$ cat config.mk
export PLATFORM = sky130hd
export DESIGN_NAME = trace_buffer
export DESIGN_NICKNAME = d
export VERILOG_FILES = /design/src/rtl/trace_buffer.sv
export SDC_FILE = /design/constraint.sdc
export NUM_CORES = 2
export LEC_CHECK = 0
export ABC_AREA = 1
export CORE_UTILIZATION = 54
export CTS_CLUSTER_DIAMETER = 200
export DETAILED_ROUTE_END_ITERATION = 6
export PLACE_DENSITY = 0.7
export SLEW_MARGIN = 25
export SYNTH_ARGS = -nofsm -noshare
export SYNTH_HDL_FRONTEND = slang
export SYNTH_SLANG_ARGS = --single-unit
$ cat constraint.sdc
create_clock -name clock -period 4.6 [get_ports clock]
set_clock_uncertainty 0.2 [all_clocks]
set_input_delay 0.92 -clock clock [delete_from_list [all_inputs] [get_ports clock]]
set_output_delay 0.92 -clock clock [all_outputs]
set_load 0.005 [all_outputs]
$ cat src/rtl/trace_buffer.sv
// Circular capture buffer: records qualified observation words, freezes a window
// around a trigger event and replays it oldest-first.
module trace_buffer #(
   parameter int unsigned DATA_W = 32,
   parameter int unsigned DEPTH  = 64,
   parameter int unsigned ADDR_W = $clog2(DEPTH)
) (
   input  logic              clock,
   input  logic              reset,
   input  logic [DATA_W-1:0] sample_in,
   input  logic              sample_valid,
   input  logic              trig_in,
   input  logic              arm,
   input  logic [ADDR_W-1:0] post_count,
   input  logic              rd_en,
   output logic [DATA_W-1:0] rd_data,
   output logic              rd_valid,
   output logic              rd_last,
   output logic [1:0]        state,
   output logic [ADDR_W:0]   count,
   output logic [ADDR_W-1:0] trig_index
);

   typedef enum logic [1:0] {
      S_IDLE  = 2'd0,
      S_ARMED = 2'd1,
      S_POST  = 2'd2,
      S_DONE  = 2'd3
   } state_e;

   state_e             st;
   logic [DATA_W-1:0]  mem [DEPTH];
   logic [ADDR_W-1:0]  wr_ptr;
   logic [ADDR_W-1:0]  rd_ptr;
   logic [ADDR_W-1:0]  rem;
   logic [ADDR_W-1:0]  post_q;

   logic               write_c;
   logic [ADDR_W-1:0]  wr_ptr_nx_c;
   logic [ADDR_W:0]    count_nx_c;
   logic [ADDR_W-1:0]  start_ptr_c;

   assign state = st;

   // Writes only while capturing; a restart pulse suppresses the same-cycle write.
   assign write_c     = sample_valid && !arm && (st == S_ARMED || st == S_POST);
   assign wr_ptr_nx_c = wr_ptr + ADDR_W'(1);
   assign count_nx_c  = (count == (ADDR_W+1)'(DEPTH)) ? count : count + (ADDR_W+1)'(1);
   // Oldest entry once frozen; a full buffer gives wr_ptr_nx_c itself.
   assign start_ptr_c = wr_ptr_nx_c - ADDR_W'(count_nx_c);

   always_ff @(posedge clock) begin
      if (write_c) mem[wr_ptr] <= sample_in;
   end

   always_ff @(posedge clock or negedge reset) begin
      if (!reset) begin
         st         <= S_IDLE;
         wr_ptr     <= '0;
         rd_ptr     <= '0;
         rem        <= '0;
         post_q     <= '0;
         count      <= '0;
         trig_index <= '0;
         rd_data    <= '0;
         rd_valid   <= 1'b0;
         rd_last    <= 1'b0;
      end else begin
         rd_valid <= 1'b0;
         rd_last  <= 1'b0;
         if (arm) begin
            st         <= S_ARMED;
            wr_ptr     <= '0;
            rd_ptr     <= '0;
            rem        <= '0;
            count      <= '0;
            trig_index <= '0;
         end else begin
            case (st)
               S_IDLE: ;
               S_ARMED: begin
                  if (sample_valid) begin
                     wr_ptr <= wr_ptr_nx_c;
                     count  <= count_nx_c;
                     if (trig_in) begin
                        rem    <= post_count;
                        post_q <= post_count;
                        if (post_count == '0) begin
                           st         <= S_DONE;
                           rd_ptr     <= start_ptr_c;
                           trig_index <= ADDR_W'(count_nx_c - (ADDR_W+1)'(1));
                        end else begin
                           st <= S_POST;
                        end
                     end
                  end
               end
               S_POST: begin
                  if (sample_valid) begin
                     wr_ptr <= wr_ptr_nx_c;
                     count  <= count_nx_c;
                     rem    <= rem - ADDR_W'(1);
                     if (rem == ADDR_W'(1)) begin
                        st         <= S_DONE;
                        rd_ptr     <= start_ptr_c;
                        trig_index <= ADDR_W'(count_nx_c - (ADDR_W+1)'(1)
                                              - (ADDR_W+1)'(post_q));
                     end
                  end
               end
               S_DONE: begin
                  // Newest entry sits just behind the frozen write pointer.
                  if (rd_en) begin
                     rd_data  <= mem[rd_ptr];
                     rd_valid <= 1'b1;
                     rd_ptr   <= rd_ptr + ADDR_W'(1);
                     if (rd_ptr == wr_ptr - ADDR_W'(1)) begin
                        rd_last <= 1'b1;
                        st      <= S_IDLE;
                     end
                  end
               end
            endcase
         end
      end
   end

endmodule

# After elaboration in Yosys (flattened, before gate mapping)
# Memories as Yosys holds them, arrays and structs flattened. A register that Yosys moved wholly into a read port is not among the register bits.
# Cells that the tools add are included.
# Widths: inputs -> output; s select.
[word_totals] mem_count=1 output_inout_bits=49 inputBits=44 regBits=41 ramBits=2048 wordCells=95
[op_classes] muxes=45 eq_ne=13 n_addsub=8 n_reduce_logical=18 n_bitwise=1
[memory_table] memory="mem" words=64 word_bits=32 read_ports=1 rd_clocked_by_memory_dff=1 wr=1 line="32" source="logic [DATA_W-1:0] mem [DEPTH];"
[op_table] op="$mux 6" n=20
[op_table] op="$mux 7" n=4
[op_table] op="$pmux 6 s2" n=2
[op_table] op="$pmux 6 s3" n=1
[op_table] op="$sub 6x1->6 const B" n=3
[op_table] op="$ne 3x3->1 const B" n=5
[op_table] op="$mux 2" n=7
[op_table] op="$reduce_and 7->1" n=2
[op_table] op="$add 6x1->6 const B" n=2
[op_table] op="$sub 6x6->6" n=2
[op_table] op="$mux 1" n=10
[op_table] op="$reduce_and 4->1" n=2
[op_table] op="$add 7x1->7 const B" n=1
[op_table] op="$eq 7x7->1 const B" n=1
[op_table] op="$eq 6x1->1 const B" n=1
[op_table] op="$eq 6x6->1" n=1
[op_table] op="$logic_not 6->1" n=1
[op_table] op="$ne 3x2->1 const B" n=2
[op_table] op="$pmux 2 s3" n=1
[op_table] op="$reduce_and 6->1" n=1
[op_table] op="$eq 2x2->1 const B" n=2
[op_table] op="$reduce_bool 2->1" n=2
[op_table] op="$reduce_bool 4->1" n=1
[op_table] op="$reduce_and 3->1" n=1
[op_table] op="other kinds (8)" n=10

# Longest topological paths before layout
[logic_depth] word_depth=8 ltp_mapped=24 mapped_depth_nobuf=24

# Worst setup path after synthesis
# No wires, ideal clock.
[synth_path] path_kind="input to register" startpoint="in sample_valid" endpoint="mem mem[14][0], enable pin" path_stages=8 path_slack_ns=0.806 arrival_ns=3.172 required_ns=3.979 cell_sequence="inv_2 nor2_1 inv_1 nor2_2 inv_1 nor2_1 nand3_1 nor2_1"
[synth_between] elab_chain_len=4
[synth_lines] item="start: declaration" line="11" source="input logic sample_valid,"
[synth_lines] item="$logic_and 1x1->1 (2 in a row)" line="46" source="assign write_c = sample_valid && !arm && (st == S_ARMED || st == S_POST);"
[synth_lines] item="$mux 1" line="53" source="if (write_c) mem[wr_ptr] <= sample_in;"
[synth_lines] item="$mux 1 (not written as such)" line="53"
[synth_lines] item="end: declaration" line="32"
# No other way between the ends.

==> flow_summary.ini <==
[routing]
wl_per_cell_um = 26.6
ant_nets = 0
drc = 1
drt_wl_total_um = 254000
firstDrtPassIters = 7
drtIter0Drc = 7948
num_vias = 57800
avgViaCountPerCell = 6.07

[synthesis]
syn_area_per_cell_um2 = 11.9
syn_inst = 7220
synth_seq_area_share_pct = 73.6
syn_nets = 7287
yosysUniqueCellTypes = 44
ys_warn_count = 0
syn-cell-area_um2 = 86000
ys_ff_latch = 2121

[placement]
io_buffer_count = 92
place_congestion = 0.918
post-place-ws_ns = 0.409
place_hpwl_um = 144000

[flow_run]
max_cap_viol_count = 0

[layout]
area_delta_synth_final_pct = 12.4
nets = 7331
drive_gt1_share_pct = 8.10

[floorplanning]
die_w_um = 401
start_util_pct = 54.4
core_area_um2 = 158000
fp.dieArea_um2 = 161000
die_h_um = 401
rows = 146
pin_count = 93

[sta]
setup_viol = 0
fmax_mhz = 246
rsz0062_at_grt = no
fin_crit_ns = 4.07
timing_hold_violations_final = 0
layout_setup_ws_ns = 0.529
slew_headroom_pct = 25.7
worst_pin_slew_ns = 1.11
setup_tns_ns = 0
timing.final.crit_share_pct = 88.5
slew_violations = 0

[grt]
grt_overflow_total = 0
grt_max_degree = 162
grt_use_total_pct = 31.3
grt_pass1_vias = 54700
antenna_found_initial = 16
grt_pass1_wl_um = 368000

[critical_path]
crit_fanout = 128
required_ns = 5.17
worstSetupStartpointType = register
cp-startpoint = rd_ptr[0]
r2r_slack_ns = 0.53
cp.arrival_ns = 4.64
cp-end-kind = register
reg2regPathDepth = 11
reg2reg_from = rd_ptr[0]
r2r_end = rd_data[27]
critPathKind = register to register

[min_path]
worstHoldStart = trig_index[4]
holdPathStages = 2
worstHoldEndpoint = trig_index[4]
min_path_type = register to register

[clocking]
post_cts_resize_count = 0
tritoncts = built
cts_buffers = 205
root_buffer = clkbuf_16
htreeDepth = 4
ctsHoldBuffers = 1
cts_max_path_buffers = 3
cts_setup_buffers = 0
clkTransAtPathRegs_ns = 0.06
clock_latency_ns = 0.84
clkSinkCount = 2121

[power]
power_leakage_nw = 34.7
powerDensity_nw_per_um2 = 530
fin_total_pwr_w = 0.0513
max-vdd-ir-drop_mv = 0.431

[run_status]
outcome = finished, violations left
violations = design-rule violations
where the power goes:
part,total (W),internal [W],leakage (nW),switching [W]
Sequential,0.0221,0.0215,19.3,0.000614
Clock,0.0171,0.00986,3.31,0.00726
Combinational,0.0120,0.00325,12.1,0.00878
Total,0.0513,0.0346,34.7,0.0167
cells by family (layout without fill, tap and decap cells):
group / Yosys count / count (layout) / share of synthesized area, %
AND/OR/NAND/NOR: 3961 / 3961 / 19.1
flip-flops: 2121 / 2121 / 73.6
AO/OA/AOI/OAI: 587 / 587 / 4.05
buffers and inverters: 516 / 738 / 2.82
adder cells (fa/ha/maj): 23 / 23 / 0.352
XOR/XNOR: 12 / 12 / 0.122
other: 0 / 4 / 0
Yosys cell counts (all sizes together):
library cell	count	area, µm²
inv	81	309
nor2	201	802
xnor2	8	70.1
a21o	1	7.51
o211ai	94	706
edfxtp	2048	61500
a21oi	254	1270
clkbuf	88	334
ha	21	263
o221ai	1	8.76
a31oi	2	12.5
clkinv	1	3.75
nor3b	1	7.51
nand3	1118	5610
buf	346	1780
o22ai	45	282
nand4	9	56.3
nor3	3	26.3
o21bai	1	7.51
a21boi	90	676
or2	1	6.26
fa	2	40.0
o21ai	99	514
nand2	2628	9880
dfrtp	73	1830
xor2	4	35.0
critical path, cell delays in order (launching register included):
cell and delay, ns:
dfrtp_4 0.78, inv_16 0.43, buf_12 0.39, buf_4 0.31, o21ai_0 0.10, o22ai_1 0.25
nand2_1 0.12, nand2_1 0.09, nand3_1 0.35, nand3_1 0.42, nand3_1 0.20, nand2_1 0.10
sequential cells by signal, indices dropped and copies added (netlist names), 2 cells and up:
signal and flops:
count 7, mem 2048, post_q 6, rd_data 32
rd_ptr 6, rem 6, state 2, trig_index 6
wr_ptr 6
how the worst max path moves through the flow:
stage                  end  slack (ns)  depth (start not counted)
6_report       rd_data[27]        0.53                         11
5_1_grt        rd_data[27]        0.57                         11
4_1_cts        rd_data[31]        0.73                          9
3_5_place_dp    mem[23][0]        0.41                          9
3_3_place_gp    mem[23][5]        0.43                          9
2_1_floorplan   mem[14][0]        0.81                          8
metal layers:
| metal | part of all wire, % | vias to the layer above | GRT usage (%) |
|---|---|---|---|
| met4 | 5.2 | 12 | 15.1 |
| met3 | 12 | 596 | 8.04 |
| li1 | - | 25500 | - |
| met5 | 0.034 | - | 0 |
| met2 | 46 | 3551 | 48.1 |
| met1 | 37 | 28100 | 41.9 |
layout make-up:
type / count / area, µm²
clock inverter: 130 / 1400
timing repair buffer: 271 / 2820
tap: 2072 / 2590
clock buffer: 255 / 5420
multi-input combinational: 4583 / 20800
sequential: 2121 / 63300
antenna: 4 / 10.0
fill: 11900 / 61500
inverter: 82 / 353
stage by stage:
step                      instances  hold slack (ns)  area (µm²)  utilization [%]
after global placement         9127            0.268       89900             56.8
after floorplan                7220            0.253       86000                -
after CTS                      9514            0.297       96700             61.1
after detailed placement       9128            0.282       89900             56.8
final                          9518            0.291       96700             61.1
after global routing           9514            0.318       96700             61.1
cell usage in the layout, fill, tap and decap left out, types with 4 or more instances in the layout:
cell / netlist / routed
a21boi_0: 57 / 57
a21boi_1: 33 / 33
a21oi_1: 253 / 253
buf_12: 0 / 52
buf_2: 283 / 8
buf_4: 19 / 150
bufinv_16: 0 / 27
clkbuf_1: 85 / 41
clkbuf_16: 0 / 206
clkbuf_8: 0 / 8
clkdlybuf4s50_1: 0 / 59
clkinv_1: 1 / 52
clkinv_2: 0 / 34
clkinv_8: 0 / 5
clkinvlp_4: 0 / 7
dfrtp_1: 73 / 68
dfrtp_4: 0 / 4
diode_2: 0 / 4
edfxtp_1: 2048 / 2048
ha_1: 21 / 21
inv_1: 73 / 70
inv_2: 6 / 4
inv_6: 0 / 7
nand2_1: 2622 / 2622
nand2_2: 5 / 4
nand3_1: 1117 / 1117
nand4_1: 9 / 9
nor2_1: 195 / 131
nor2_4: 1 / 66
o211ai_1: 94 / 94
o21ai_0: 91 / 91
o21ai_1: 5 / 5
o22ai_1: 45 / 45
xnor2_1: 8 / 8
xor2_1: 4 / 4
(Power assumes the default switching activity.)
